[src/rtl/reg_bus_pkg.sv]
// Shared definitions for the two-requester register-bus arbiter.
//   arb_state_t : FSM state encoding (IDLE, ISSUE, WAIT, RESP)
//   NUM_REQ     : number of requesters sharing the register bus
//   rr_pick     : round-robin winner selection for two requesters
package reg_bus_pkg;

  localparam int NUM_REQ = 2;

  typedef enum logic [1:0] {
    IDLE  = 2'd0,
    ISSUE = 2'd1,
    WAIT  = 2'd2,
    RESP  = 2'd3
  } arb_state_t;

  // Returns the index of the winning requester. Only a tie consults the
  // last-grant pointer; a lone request always wins. The result is don't-care
  // when no request is present.
  function automatic logic rr_pick(input logic [NUM_REQ-1:0] req, input logic last);
    if (req[0] && req[1]) return ~last;
    return req[1] & ~req[0];
  endfunction

endpackage

[src/rtl/reg_bus_arbiter.sv]
// Two-requester round-robin arbiter in front of a single register bus.
// A granted command is latched, issued for one cycle, then the bus response
// (or a forced timeout error) is returned to the winner as a one-cycle ack.
//
// Ports:
//   clk, rst_n        clock, asynchronous active-low reset
//   m_req/m_is_wr     per-requester request and write flag (bit i = requester i)
//   m_addr/m_wr_data/m_wr_biten  per-requester command, packed requester-major
//   m_ack             one-cycle completion strobe per requester
//   m_rd_data/m_err   response data and error, valid with m_ack
//   o_bus_*           register-bus command, non-zero only during ISSUE
//   bus_ready/bus_rd_data/bus_err  register-bus response
//   busy              high whenever a transaction is in progress
//   timeout_pulse     one-cycle strobe, coincident with the ack of a timed-out access
module reg_bus_arbiter
  import reg_bus_pkg::*;
#(
  parameter int ADDR_WIDTH = 3,
  parameter int DATA_WIDTH = 32,
  parameter int TIMEOUT    = 16
) (
  input  logic                            clk,
  input  logic                            rst_n,
  input  logic [NUM_REQ-1:0]              m_req,
  input  logic [NUM_REQ-1:0]              m_is_wr,
  input  logic [NUM_REQ*ADDR_WIDTH-1:0]   m_addr,
  input  logic [NUM_REQ*DATA_WIDTH-1:0]   m_wr_data,
  input  logic [NUM_REQ*DATA_WIDTH-1:0]   m_wr_biten,
  output logic [NUM_REQ-1:0]              m_ack,
  output logic [DATA_WIDTH-1:0]           m_rd_data,
  output logic                            m_err,
  output logic                            o_bus_req,
  output logic                            o_bus_req_is_wr,
  output logic [ADDR_WIDTH-1:0]           o_bus_addr,
  output logic [DATA_WIDTH-1:0]           o_bus_wr_data,
  output logic [DATA_WIDTH-1:0]           o_bus_wr_biten,
  input  logic                            bus_ready,
  input  logic [DATA_WIDTH-1:0]           bus_rd_data,
  input  logic                            bus_err,
  output logic                            busy,
  output logic                            timeout_pulse
);

  localparam int CNT_W = $clog2(TIMEOUT);
  localparam logic [CNT_W-1:0] CNT_LIMIT = CNT_W'(TIMEOUT - 1);

  arb_state_t              r_state;
  arb_state_t              w_next;

  logic                    w_win;
  logic                    r_grant;
  logic                    r_last;
  logic                    r_is_wr;
  logic [ADDR_WIDTH-1:0]   r_addr;
  logic [DATA_WIDTH-1:0]   r_wr_data;
  logic [DATA_WIDTH-1:0]   r_wr_biten;
  logic [CNT_W-1:0]        r_cnt;
  logic [DATA_WIDTH-1:0]   r_rd_data;
  logic                    r_err;
  logic                    r_to;
  logic                    w_limit;

  assign w_win   = rr_pick(m_req, r_last);
  assign w_limit = (r_cnt == CNT_LIMIT);

  always_ff @(posedge clk or negedge rst_n) begin
    if (!rst_n) r_state <= IDLE;
    else        r_state <= w_next;
  end

  // Outputs decode from registered state only, so reset clears them at once.
  always_comb begin
    w_next          = r_state;
    m_ack           = '0;
    m_rd_data       = '0;
    m_err           = 1'b0;
    o_bus_req       = 1'b0;
    o_bus_req_is_wr = 1'b0;
    o_bus_addr      = '0;
    o_bus_wr_data   = '0;
    o_bus_wr_biten  = '0;
    timeout_pulse   = 1'b0;
    busy            = (r_state != IDLE);
    case (r_state)
      IDLE: begin
        if (|m_req) w_next = ISSUE;
      end
      ISSUE: begin
        o_bus_req       = 1'b1;
        o_bus_req_is_wr = r_is_wr;
        o_bus_addr      = r_addr;
        o_bus_wr_data   = r_wr_data;
        o_bus_wr_biten  = r_wr_biten;
        w_next          = WAIT;
      end
      WAIT: begin
        // A ready on the limit cycle also exits here; the datapath gives it priority.
        if (bus_ready || w_limit) w_next = RESP;
      end
      RESP: begin
        m_ack         = r_grant ? 2'b10 : 2'b01;
        m_rd_data     = r_rd_data;
        m_err         = r_err;
        timeout_pulse = r_to;
        w_next        = IDLE;
      end
      default: w_next = IDLE;
    endcase
  end

  always_ff @(posedge clk or negedge rst_n) begin
    if (!rst_n) begin
      r_grant    <= 1'b0;
      r_last     <= 1'b1;
      r_is_wr    <= 1'b0;
      r_addr     <= '0;
      r_wr_data  <= '0;
      r_wr_biten <= '0;
      r_cnt      <= '0;
      r_rd_data  <= '0;
      r_err      <= 1'b0;
      r_to       <= 1'b0;
    end else begin
      case (r_state)
        IDLE: begin
          if (|m_req) begin
            r_grant    <= w_win;
            r_is_wr    <= w_win ? m_is_wr[1] : m_is_wr[0];
            r_addr     <= w_win ? m_addr[ADDR_WIDTH +: ADDR_WIDTH]
                                : m_addr[0 +: ADDR_WIDTH];
            r_wr_data  <= w_win ? m_wr_data[DATA_WIDTH +: DATA_WIDTH]
                                : m_wr_data[0 +: DATA_WIDTH];
            r_wr_biten <= w_win ? m_wr_biten[DATA_WIDTH +: DATA_WIDTH]
                                : m_wr_biten[0 +: DATA_WIDTH];
          end
        end
        ISSUE: begin
          r_cnt <= '0;
        end
        WAIT: begin
          if (bus_ready) begin
            r_rd_data <= r_is_wr ? '0 : bus_rd_data;
            r_err     <= bus_err;
            r_to      <= 1'b0;
          end else if (w_limit) begin
            r_rd_data <= '0;
            r_err     <= 1'b1;
            r_to      <= 1'b1;
          end else begin
            r_cnt <= r_cnt + 1'b1;
          end
        end
        RESP: begin
          r_last <= r_grant;
        end
        default: ;
      endcase
    end
  end

endmodule
[config.mk]
export PLATFORM = sky130hd
export DESIGN_NAME = reg_bus_arbiter
export DESIGN_NICKNAME = d
export VERILOG_FILES = /design/src/rtl/reg_bus_pkg.sv /design/src/rtl/reg_bus_arbiter.sv
export SDC_FILE = /design/constraint.sdc
export NUM_CORES = 1
export LEC_CHECK = 0
export ABC_AREA = 1
export CAP_MARGIN = 20
export CORE_ASPECT_RATIO = 1.1
export CORE_MARGIN = 2
export CORE_UTILIZATION = 43
export DETAILED_ROUTE_END_ITERATION = 7
export GPL_TIMING_DRIVEN = 0
export PLACE_DENSITY = 0.93
export SKIP_LAST_GASP = 1
export SLEW_MARGIN = 5
export SYNTH_ARGS = -nofsm -noshare
export SYNTH_HDL_FRONTEND = slang
export SYNTH_SLANG_ARGS = --single-unit
[constraint.sdc]
create_clock -name clk -period 1.9 [get_ports clk]
set_input_delay 0.285 -clock clk [delete_from_list [all_inputs] [get_ports clk]]
set_output_delay 0.285 -clock clk [all_outputs]
set_load 0.02 [all_outputs]
Yosys cells after proc, flatten, opt, wreduce, memory -nomap -nowiden

Cells that the tools add are included.

Memories: 0
Flip-flop bits (word level): 110
Memory bits (read-only): 0
Memory bits (writable): 0
Bits of input ports: 174
Output and inout port bits: 106
Word-level logic and storage cells: 63
Latch bits: 0

Equality and inequality tests: 8
Multiplexer cells: 29
Shifts and indexed selects: 0
Magnitude comparators: 0
Divide/modulo/power cells: 0
Bitwise operators: 3
Multiply operators: 0
Add/subtract/negate cells: 1
Reductions and logical operators: 11

Operators with widths:

| kind                  | number |
|---|---|
| $mux W32              | 8 |
| $mux W1               | 11 |
| $mux W2               | 4 |
| $mux W4               | 2 |
| $ne A2 B2 Y1 const B  | 4 |
| $pmux W2 S4           | 1 |
| $pmux W4 S2           | 1 |
| $mux W3               | 2 |
| $reduce_and A2 Y1     | 3 |
| $reduce_bool A2 Y1    | 3 |
| $add A4 B1 Y4 const B | 1 |
| $eq A2 B2 Y1 const B  | 2 |
| $eq A4 B4 Y1 const B  | 1 |
| $reduce_and A3 Y1     | 1 |
| $eq A2 B1 Y1 const B  | 1 |
| $logic_not A2 Y1      | 1 |
| $not A1 Y1            | 2 |
| $reduce_or A2 Y1      | 1 |
| $and A1 B1 Y1         | 1 |
| $logic_and A1 B1 Y1   | 1 |
| $logic_or A1 B1 Y1    | 1 |

Logic depth before layout (Yosys ltp)

Gate-level depths: netlist of the first run.

Word-level depth: 4
Gate-level depth with buffers: 9
Gate-level depth less buffers: 7

Worst setup path before layout of the first run

OpenSTA, ideal clock, no wires.

Path type: register to output
From: register r_state[1]
To: output o_bus_addr[0]
Buffers on the path: 3
Data required time: 1615 ps
Arrival time: 1648 ps
Cell stages (with the launch flop): 8
Setup slack: -33 ps
Cells stage by stage: dfrtp_1 -> inv_1 -> ha_1 -> clkbuf_1 -> buf_2 -> buf_1 -> nand2_1 -> inv_1

Longest elaborated chain between the ends: 2

Ends and longest elaborated chain:

| element                | line                  | source |
|---|---|---|
| start, declared        | reg_bus_arbiter.sv:47 | `arb_state_t r_state;` |
| start signal, assigned | reg_bus_arbiter.sv:68 | `else r_state <= w_next;` |
| $eq A2 B1 Y1           | reg_bus_arbiter.sv:84 | `case (r_state)` |
| $mux W3                | reg_bus_arbiter.sv:84 |  |
| end, declared          | reg_bus_arbiter.sv:34 | `output logic [ADDR_WIDTH-1:0] o_bus_addr,` |

No other way between the ends.

Worst setup path in the final report of the first run

From: register r_state[0]
To: output o_bus_wr_data[25]

Longest elaborated chain between the ends: 2

Ends and longest elaborated chain:

| element       | line                  | source |
|---|---|---|
| $eq A2 B1 Y1  | reg_bus_arbiter.sv:84 |  |
| $mux W32      | reg_bus_arbiter.sv:84 |  |
| end, declared | reg_bus_arbiter.sv:35 | `output logic [DATA_WIDTH-1:0] o_bus_wr_data,` |

No other way between the ends.

==> results of run 1 <==
[flip-flops by register name, summed over array words and instances (netlist names)]
register    flops
r_grant         1
r_err           1
r_wr_data      32
r_to            1
r_state         2
r_wr_biten     32
r_is_wr         1
r_rd_data      32
r_cnt           4
r_last          1
r_addr          3
[metrics by stage]
| step | setup TNS [ns] | worst slack (ns) | total power (W) | area (sq um) |
|---|---|---|---|---|
| 3_3_place_gp | -458.21 | -3.61 | 0.00998 | 9410 |
| 2_1_floorplan | 0 | 0.0752 | 0.00750 | 6380 |
| 6_report | -0.301 | -0.0370 | 0.0131 | 9920 |
| 3_5_place_dp | -67.26 | -0.798 | 0.0102 | 9440 |
| 4_1_cts | -5.15 | -0.171 | 0.0126 | 9720 |
| 5_1_grt | -2.80 | -0.0991 | 0.0140 | 9920 |
[routing by layer]
layer | up-vias | part of all wire (%)
met5 | - | 0
met4 | 0 | 3.6
met3 | 48 | 7.5
met2 | 273 | 50
met1 | 3204 | 39
li1 | 3386 | -
[cells in the mapped netlist]
master    number  area share [%]
buf_4          2            0.24
inv_2          2            0.12
or2_2          1           0.098
nand3_1       78             6.1
o21ai_0       35             2.7
buf_1          4            0.24
clkbuf_1      33             1.9
buf_2         18             1.4
nor2_1         3            0.18
dfstp_2        1            0.41
dfrtp_1      109              43
nand2_1      396              23
ha_1           6             1.2
inv_1        181              11
nand4_1        1           0.098
nand3b_1      68             8.0
xor2_1         1            0.14
a21oi_4        1            0.25
buf_6          1            0.18
[path summary, 6_finish.rpt]
check / endpoint / slack, ns / cells past startpoint
worst max-delay path: o_bus_wr_data[25] / -0.04 / 7
max in group asynchronous: r_is_wr$_DFFE_PN0P_ / 0.77 / 3
min in group clk: r_last$_DFFE_PN1N_ / 0.47 / 2
worst max register to register: r_wr_data[12]$_DFFE_PN0P_ / 0.11 / 8
worst min register to register: r_last$_DFFE_PN1N_ / 0.47 / 2
worst min-delay path: r_wr_biten[4]$_DFFE_PN0P_ / 0.47 / 2
[power by group]
| part | leakage [nW] | switching [W] | total [W] | internal, W |
|---|---|---|---|---|
| logic | 4.29 | 0.00392 | 0.00676 | 0.00283 |
| clock network | 0.176 | 0.000845 | 0.00226 | 0.00142 |
| registers | 1.38 | 0.000689 | 0.00410 | 0.00341 |
[kinds of logic after synthesis]
| kind of cell | count (synthesis) | share of synthesized area, % |
|---|---|---|
| compound gates | 36 | 3.00 |
| simple gates | 547 | 37.8 |
| flops | 110 | 43.1 |
| fa+ha+maj | 6 | 1.18 |
| xor+xnor | 1 | 0.137 |
| buf+inv | 241 | 14.8 |
[layout make-up]
type                       count  area (sq um)  area share [%]
clock inverter                 6           134            1.35
tap                          192           240            2.42
timing repair buffer         295          2700            27.2
clock buffer                   9           225            2.27
multi-input combinational    590          2820            28.4
buffer                        52           364            3.67
sequential                   110          2760            27.8
inverter                     183           689            6.95
[repair_timing]
item | CTS | global route
endpoints found under the hold margin | 50 | 0
setup endpoints to repair | 125 | 140
setup buffers | 8 | 6
resized for setup | 455 | 140
gates cloned | 0 | 1
hold buffers | 1 | 0
==> flow_summary.toml, run 1 <==
[global_routing]
first_global_vias = 6743
grt_max_degree = 60
top_usage_layer = "met2"
grt.overflow.total = 0
met2_usage_pct = 45.3
grt_use_met1_pct = 29.7
antenna_found_initial = 0
grt.total_usage_pct = 25.5
grt_pass1_wl_mm = 32.5
use_met3_pct = 5.93

[route]
dr.pass1.iters = 5
vias = 6911
drtAntennaViolNets = 0
routedWlPerCell_um = 14.4
drt-vias-per-instance = 4.81
drt_iter0_drc = 361
wirelength_mm = 20.6
drcViolationCount = 0

[die]
io_pins = 280
start_util_pct = 44.2
die_w_um = 120
dieArea_sq_mm = 0.0158
num_rows = 46
die_y_um = 132
core-area_sq_mm = 0.0144

[synth]
ys_seq_area_share_pct = 43.1
ys_warn_count = 0
netlist_instances = 941
synth.avg_cell_area_sq_um = 6.78
syn_area_sq_mm = 0.00638
synth_seq_cells = 110
yosysUniqueCellTypes = 19
synth_fp_nets = 1121

[layout]
finalNetCount = 1421
insertedDiodeCount = 0
syn_to_final_growth_pct = 55.5
layout-drive-gt1-share_pct = 16.6
nFillCells = 1197
final_cell_mix = "nand2_1 (378), clkdlybuf4s50_1 (171), inv_1 (164), dfrtp_1 (108), nand3_1 (78)"
layout_commonest_cell = "nand2_1"
fin_util_pct = 68.7
final_cells = 1437

[clock_tree]
path_clk_slew_ns = 0.07
clockRootBuffer = "clkbuf_16"
clk_latency_ns = 0.34
clk_path_buf_depth = 2
htree_levels = 3
clkSinkCount = 110
cts-buffers-inserted = 9
tritoncts = "yes"

[min_path]
hold_class = "in -> async"

[placement]
dp_hpwl_mm = 15.8
dp_cells = 1412
portBuffers = 278
gp_congestion = 0.857

[sta]
holdWs_ns = 0.470
tightest_slew_ns = 0.493
rsz0062_at_grt = "yes"
max-slew-margin-rel_pct = 67.2
setup_ws_ns = -0.0370
finalMaxSlewViolations = 0
finalHoldViolCount = 0
finClkSkew_ns = 0.00739
period_share_pct = 102
setup_viol = 22
fmax_ghz = 0.516
period_minus_slack_ns = 1.94

[pwr]
ir_worst_vdd_mv = 0.768
p_leak_nw = 5.84
power_density_mw_per_mm2 = 1320

[setup_path]
path_buf_inv = 5
cpMostUsedCell = "buf_8"
cp-start-kind = "register"
worstPathCellList = "ha_4 > buf_8 > buf_8 > buf_8 > nand2_2 > inv_1 > buf_6"
cp_max_fo = 6
path_delay_family = "buffers and inverters"
end_kind = "primary output"
critPathSlowestCell = "dfrtp_2"
critical_path_class = "reg -> out"
worstReg2RegStart = "r_state[0]$_DFFE_PN0P_"
setup.worst_path.start = "r_state[0]$_DFFE_PN0P_"
worstPathRequired_ns = 1.62
critical_path_arrival_ns = 1.65
crit_path_max_incr_delay_ns = 0.46

[status]
status = "complete, but fails checks"
violations = "setup timing"

[flow_run]
maxCapViolations = 0
Note: power is estimated with default switching activity, not from simulation.
==> run 2, diff against run 1 <==
Settings changed: ABC_AREA 1 to 0, CORE_UTILIZATION 43 to 40, PLACE_DENSITY 0.93 to 0.91.
==> flow_summary.toml, run 2 <==
[synth]
ys.flop_type = "dfrtp_1"
synth_xor_area_share_pct = 0.159
synth_adder_area_share_pct = 1.36
synthArstFlopShare_pct = 100
syn_area_sq_mm = 0.00551
netlist_instances = 536
yosysUniqueCellTypes = 30
yosys.area_share.simple_pct = 17.7
synth_top_area_cell = "dfrtp_1"
synthMostInstantiatedCell = "dfrtp_1"
synth_top_family_by_area = "simple AND/OR/NAND/NOR gates"
synth_mux_area_share_pct = 12.8
synth_compound_area_share_pct = 13.4
synth_seq_cells = 110
ys_warn_count = 0
synth-edff-count = 0
synth.avg_cell_area_sq_um = 10.3
synth_commonest_cells = "dfrtp_1 (109), and2_1 (103), nand2_1 (72), mux2i_1 (68), o21ai_0 (37)"
ys_seq_area_share_pct = 50.0
yosysTopAreaCellShare_pct = 49.5
synth_fp_nets = 716
synthTopCellsByArea = "dfrtp_1 (50%), mux2i_1 (12%), and2_1 (12%)"

[die]
die_w_um = 116
die_y_um = 127
core-area_sq_mm = 0.0133
start_util_pct = 41.3
num_rows = 44
io_pins = 280
dieArea_sq_mm = 0.0147

[layout]
layout-drive-gt1-share_pct = 27.0
layout_commonest_cell = "clkdlybuf4s50_1"
insertedDiodeCount = 0
final_cell_mix = "clkdlybuf4s50_1 (172), dfrtp_1 (107), buf_6 (72), nand2_1 (72), mux2i_1 (68)"
finalNetCount = 1030
syn_to_final_growth_pct = 68.3
top_regs = "r_rd_data (32), r_wr_biten (32), r_wr_data (32)"

[global_routing]
first_global_vias = 5316
grt.total_usage_pct = 24.8
grt_max_degree = 57
grt.overflow.total = 0
grt_pass1_wl_mm = 28.1
antenna_found_initial = 0

[sta]
period_share_pct = 105
setup_ws_ns = -0.0862
finalHoldViolCount = 0
finalMaxSlewViolations = 0
tightest_slew_ns = 0.522
rsz0062_at_grt = "yes"
setup_tns_ns = -1.60
max-slew-margin-rel_pct = 65.2
setup_viol = 34
fmax_ghz = 0.503
period_minus_slack_ns = 1.99
finClkSkew_ns = 0.00859

[pwr]
p_leak_nw = 4.53
power_density_mw_per_mm2 = 1380
ir_worst_vdd_mv = 0.602
power_w = 0.0128

[setup_path]
critical_path_class = "reg -> out"
cp-start-kind = "register"
worst_r2r_path_depth = 8
end_kind = "primary output"
critical_path_arrival_ns = 1.70
worstPathRequired_ns = 1.62
cp_max_fo = 8

[route]
drt_iter0_drc = 243
drt-vias-per-instance = 4.97
dr.pass1.iters = 4
drtAntennaViolNets = 0
routedWlPerCell_um = 17.9
vias = 5163
drcViolationCount = 0
wirelength_mm = 18.6

[status]
violations = "setup timing"
status = "complete, but fails checks"

[placement]
portBuffers = 279
gp_congestion = 0.788
dp_hpwl_mm = 13.5

[min_path]
hold_class = "in -> async"

[clock_tree]
tritoncts = "yes"
clk_latency_ns = 0.35
path_clk_slew_ns = 0.07
clockRootBuffer = "clkbuf_16"
htree_levels = 3
clkSinkCount = 110
clk_path_buf_depth = 2
cts-buffers-inserted = 9

[flow_run]
maxCapViolations = 0
## run 2: worst paths after layout
kind,from,endpoint,slack (ns)
max,r_state[1]$_DFFE_PN0P_,o_bus_wr_biten[31],-0.09
min,rst_n,r_rd_data[10]$_DFFE_PN0P_,0.45
max reg2reg,r_state[1]$_DFFE_PN0P_,r_wr_data[28]$_DFFE_PN0P_,0.04
min reg2reg,r_wr_data[14]$_DFFE_PN0P_,r_wr_data[14]$_DFFE_PN0P_,0.48
max in group asynchronous,rst_n,r_last$_DFFE_PN1N_,0.77
min in group clk,r_wr_data[14]$_DFFE_PN0P_,r_wr_data[14]$_DFFE_PN0P_,0.48
## run 2: area by class of cell
| type | instances | area (sq um) |
|---|---|---|
| plain buffers | 40 | 354 |
| multi-input cells | 378 | 2630 |
| fillers | 1008 | 4060 |
| inverters | 6 | 22.5 |
| repair buffers | 305 | 2960 |
| clock buffers | 11 | 253 |
| clock inverters | 5 | 57.6 |
| flip-flops and latches | 110 | 2760 |
| well taps | 184 | 230 |
## run 2: metal layers
| layer | part of all wire, % | track usage (%) | vias up |
|---|---|---|---|
| met4 | 2.6 | 9.31 | 0 |
| li1 | - | - | 2445 |
| met1 | 38 | 28.3 | 2456 |
| met5 | 0 | 0 | - |
| met2 | 50 | 43.5 | 231 |
| met3 | 9.1 | 7.59 | 31 |
## run 2: cell families (layout without fill, tap and decap cells)
group | after synthesis | after routing
XOR/XNOR | 1 | 1
AO/OA/AOI/OAI | 116 | 116
buffers and inverters | 48 | 367
AND/OR/NAND/NOR | 185 | 185
adder cells (fa/ha/maj) | 6 | 6
multiplexers | 70 | 70
flip-flops | 110 | 110
## run 2: critical path, stage by stage (launching register included)
cell	delay (ns)
dfrtp_2	0.46
inv_2	0.10
ha_4	0.17
buf_6	0.13
clkbuf_16	0.16
and2_1	0.16
buf_2	0.18
## run 2: power by group
group / switching [W] / leakage, nW / internal (W) / total (W)
clock: 0.000863 / 0.144 / 0.00109 / 0.00196
combinational: 0.00337 / 3.01 / 0.00343 / 0.00680
sequential: 0.000603 / 1.38 / 0.00340 / 0.00401
## run 2: timing repair
action | in CTS | in global routing
setup endpoints to repair | 135 | 198
pin swaps | 2 | 0
hold buffers | 1 | 0
cloned | 3 | 1
setup buffers | 12 | 9
endpoints found under the hold margin | 54 | 0
gates resized for setup | 572 | 88
## run 2: per-stage QoR
stage	hold WS, ns	area (sq um)	util (%)	setup WS [ns]	cells
floorplan	-0.0106	5510	-	0.253	536
global placement	0.453	8530	64.0	-3.61	999
detailed placement	0.277	8560	64.2	-0.656	1000
CTS	0.472	9230	69.3	-0.140	1031
global route	0.500	9270	69.6	-0.124	1039
finish	0.448	9270	69.6	-0.0862	1039
==> run 3, diff against run 2 <==
Settings changed: TNS_END_PERCENT from default to 1.
==> flow_summary.toml, run 3 (same netlist as run 2, synthesis figures left out) <==
[setup_path]
setup.worst_path.start = "r_state[1]$_DFFE_PN0P_"
cp-start-kind = "register"
path_delay_family = "buffers and inverters"
end_kind = "primary output"
critical_path_class = "reg -> out"
worst_r2r_path_depth = 6
critPathSlowestCell = "clkdlybuf4s50_1"
worstPathRequired_ns = 1.62
worstPathCellList = "ha_4 > and2_1 > clkdlybuf4s50_1"
rrSetupSlack_ns = -0.13
worstReg2RegStart = "r_state[0]$_DFFE_PN0P_"
critical_path_arrival_ns = 1.82
path_buf_inv = 1
cp_max_fo = 10
r2r_end = "r_wr_biten[1]$_DFFE_PN0P_"
crit_path_max_incr_delay_ns = 0.61

[min_path]
hold_class = "in -> async"

[placement]
postPlaceCellArea_sq_mm = 0.00856
portBuffers = 279
dp_hpwl_mm = 13.5
gp_congestion = 0.788
dp_cells = 1000

[status]
violations = "setup timing"
status = "complete, but fails checks"

[die]
io_pins = 280
dieArea_sq_mm = 0.0147
num_rows = 44
start_util_pct = 41.3
die_w_um = 116
die_y_um = 127
core-area_sq_mm = 0.0133

[sta]
period_minus_slack_ns = 2.10
max-slew-margin-rel_pct = 63.3
finClkSkew_ns = 0.00677
fmax_ghz = 0.476
finalMaxSlewViolations = 0
finalHoldViolCount = 0
setup_ws_ns = -0.202
period_share_pct = 111
setup_tns_ns = -17.46
rsz0062_at_grt = "yes"
tightest_slew_ns = 0.551
setup_viol = 180

[route]
drt_iter0_drc = 185
drt-vias-per-instance = 4.94
drtAntennaViolNets = 0
routedWlPerCell_um = 17.1
dr.pass1.iters = 4
vias = 5031
wirelength_mm = 17.4
drcViolationCount = 0

[pwr]
power_density_mw_per_mm2 = 1280
p_int_w = 0.00706
p_leak_nw = 4.23
p_sw_share_pct = 38.7
ir_worst_vdd_mv = 0.544
netSwitchingPower_w = 0.00445
p_seq_share_pct = 34.3
clkPwrFrac_pct = 16.9
combPwrFrac_pct = 48.8

[global_routing]
grt_max_degree = 57
grt.overflow.total = 0
antenna_found_initial = 0
grt.total_usage_pct = 23.9
first_global_vias = 5174
grt_pass1_wl_mm = 27.0

[layout]
top_regs = "r_rd_data (32), r_wr_biten (32), r_wr_data (32)"
finalNetCount = 1010
layout_commonest_cell = "clkdlybuf4s50_1"
design_area_sq_mm = 0.00899
syn_to_final_growth_pct = 63.3
final_cells = 1019
insertedDiodeCount = 0
final_cell_mix = "clkdlybuf4s50_1 (177), dfrtp_1 (108), and2_1 (103), nand2_1 (72), mux2i_1 (68)"
layout-drive-gt1-share_pct = 12.7

[clock_tree]
clockRootBuffer = "clkbuf_16"
tritoncts = "yes"
clk_path_buf_depth = 2
clkSinkCount = 110
cts-buffers-inserted = 9
htree_levels = 3
path_clk_slew_ns = 0.07
clk_latency_ns = 0.35

[flow_run]
maxCapViolations = 0
run 3: cell types whose count changed in the layout (fill, tap and decap cells not counted), sizes merged:
cell / change
clkdlybuf4s50: +5
dlymetal6s2s: +1
clkdlybuf4s18: +1
dlygate4sd2: +28
buf: -122
clkbuf: +3
clkdlybuf4s15: +64
run 3: what timing repair did:
action / in CTS / in global routing
buffers inserted: 3 / 0
gates resized for setup: 241 / 2
pin swaps: 0 / 0
endpoints found under the setup margin: 135 / 205
hold endpoints to repair: 54 / 0
hold buffers: 1 / 0
run 3: layout make-up:
class | count | area, sq um
Inverter | 6 | 22.5
Sequential cell | 110 | 2760
Multi-Input combinational cell | 378 | 2520
Clock inverter | 5 | 57.6
Tap cell | 184 | 230
Timing Repair Buffer | 284 | 2890
Buffer | 41 | 263
Fill cell | 1046 | 4330
Clock buffer | 11 | 253
run 3: power by group through the flow:
stage / Combinational [W] / Clock (W) / Sequential, W
final: 0.00562 / 0.00194 / 0.00395
after global placement: 0.00561 / 0 / 0.00388
after detailed placement: 0.00573 / 0 / 0.00395
after CTS: 0.00569 / 0.00198 / 0.00393
after global routing: 0.00616 / 0.00207 / 0.00404
after floorplan: 0.00332 / 0 / 0.00378
run 3: worst reg2reg max path, cell delays in order, from the launching register on:
cell and delay [ns]:
dfrtp_2 0.44, inv_1 0.11, ha_1 0.23, o21ai_1 0.17, buf_2 0.28, buf_1 0.46
o21ai_0 0.19
run 3: worst max path at each step:
stage	cells after the start	endpoint
floorplan	4	o_bus_addr[2]
global placement	1	r_wr_biten[21]$_DFFE_PN0P_
detailed placement	5	o_bus_wr_biten[31]
CTS	3	m_rd_data[0]
global route	6	r_wr_biten[1]$_DFFE_PN0P_
finish	3	m_rd_data[0]
run 3: per-layer routing:
| layer | vias to the layer above | global-route usage [%] | wire, um |
|---|---|---|---|
| met5 | - | 0 | 0 |
| met3 | 29 | 7.73 | 1630 |
| met2 | 231 | 41.8 | 8650 |
| met4 | 0 | 9.17 | 484 |
| met1 | 2362 | 27.0 | 6680 |
| li1 | 2409 | - | - |
run 3: stage by stage:
stage                     worst slack (ns)  hold slack (ns)  total power, W  util, %
after floorplan                      0.253          -0.0106         0.00710        -
after global placement               -3.61            0.453         0.00949     64.0
after detailed placement            -0.656            0.277         0.00968     64.2
after CTS                           -0.222            0.472          0.0116     67.5
after global routing                -0.280            0.498          0.0123     67.5
final                               -0.202            0.461          0.0115     67.5
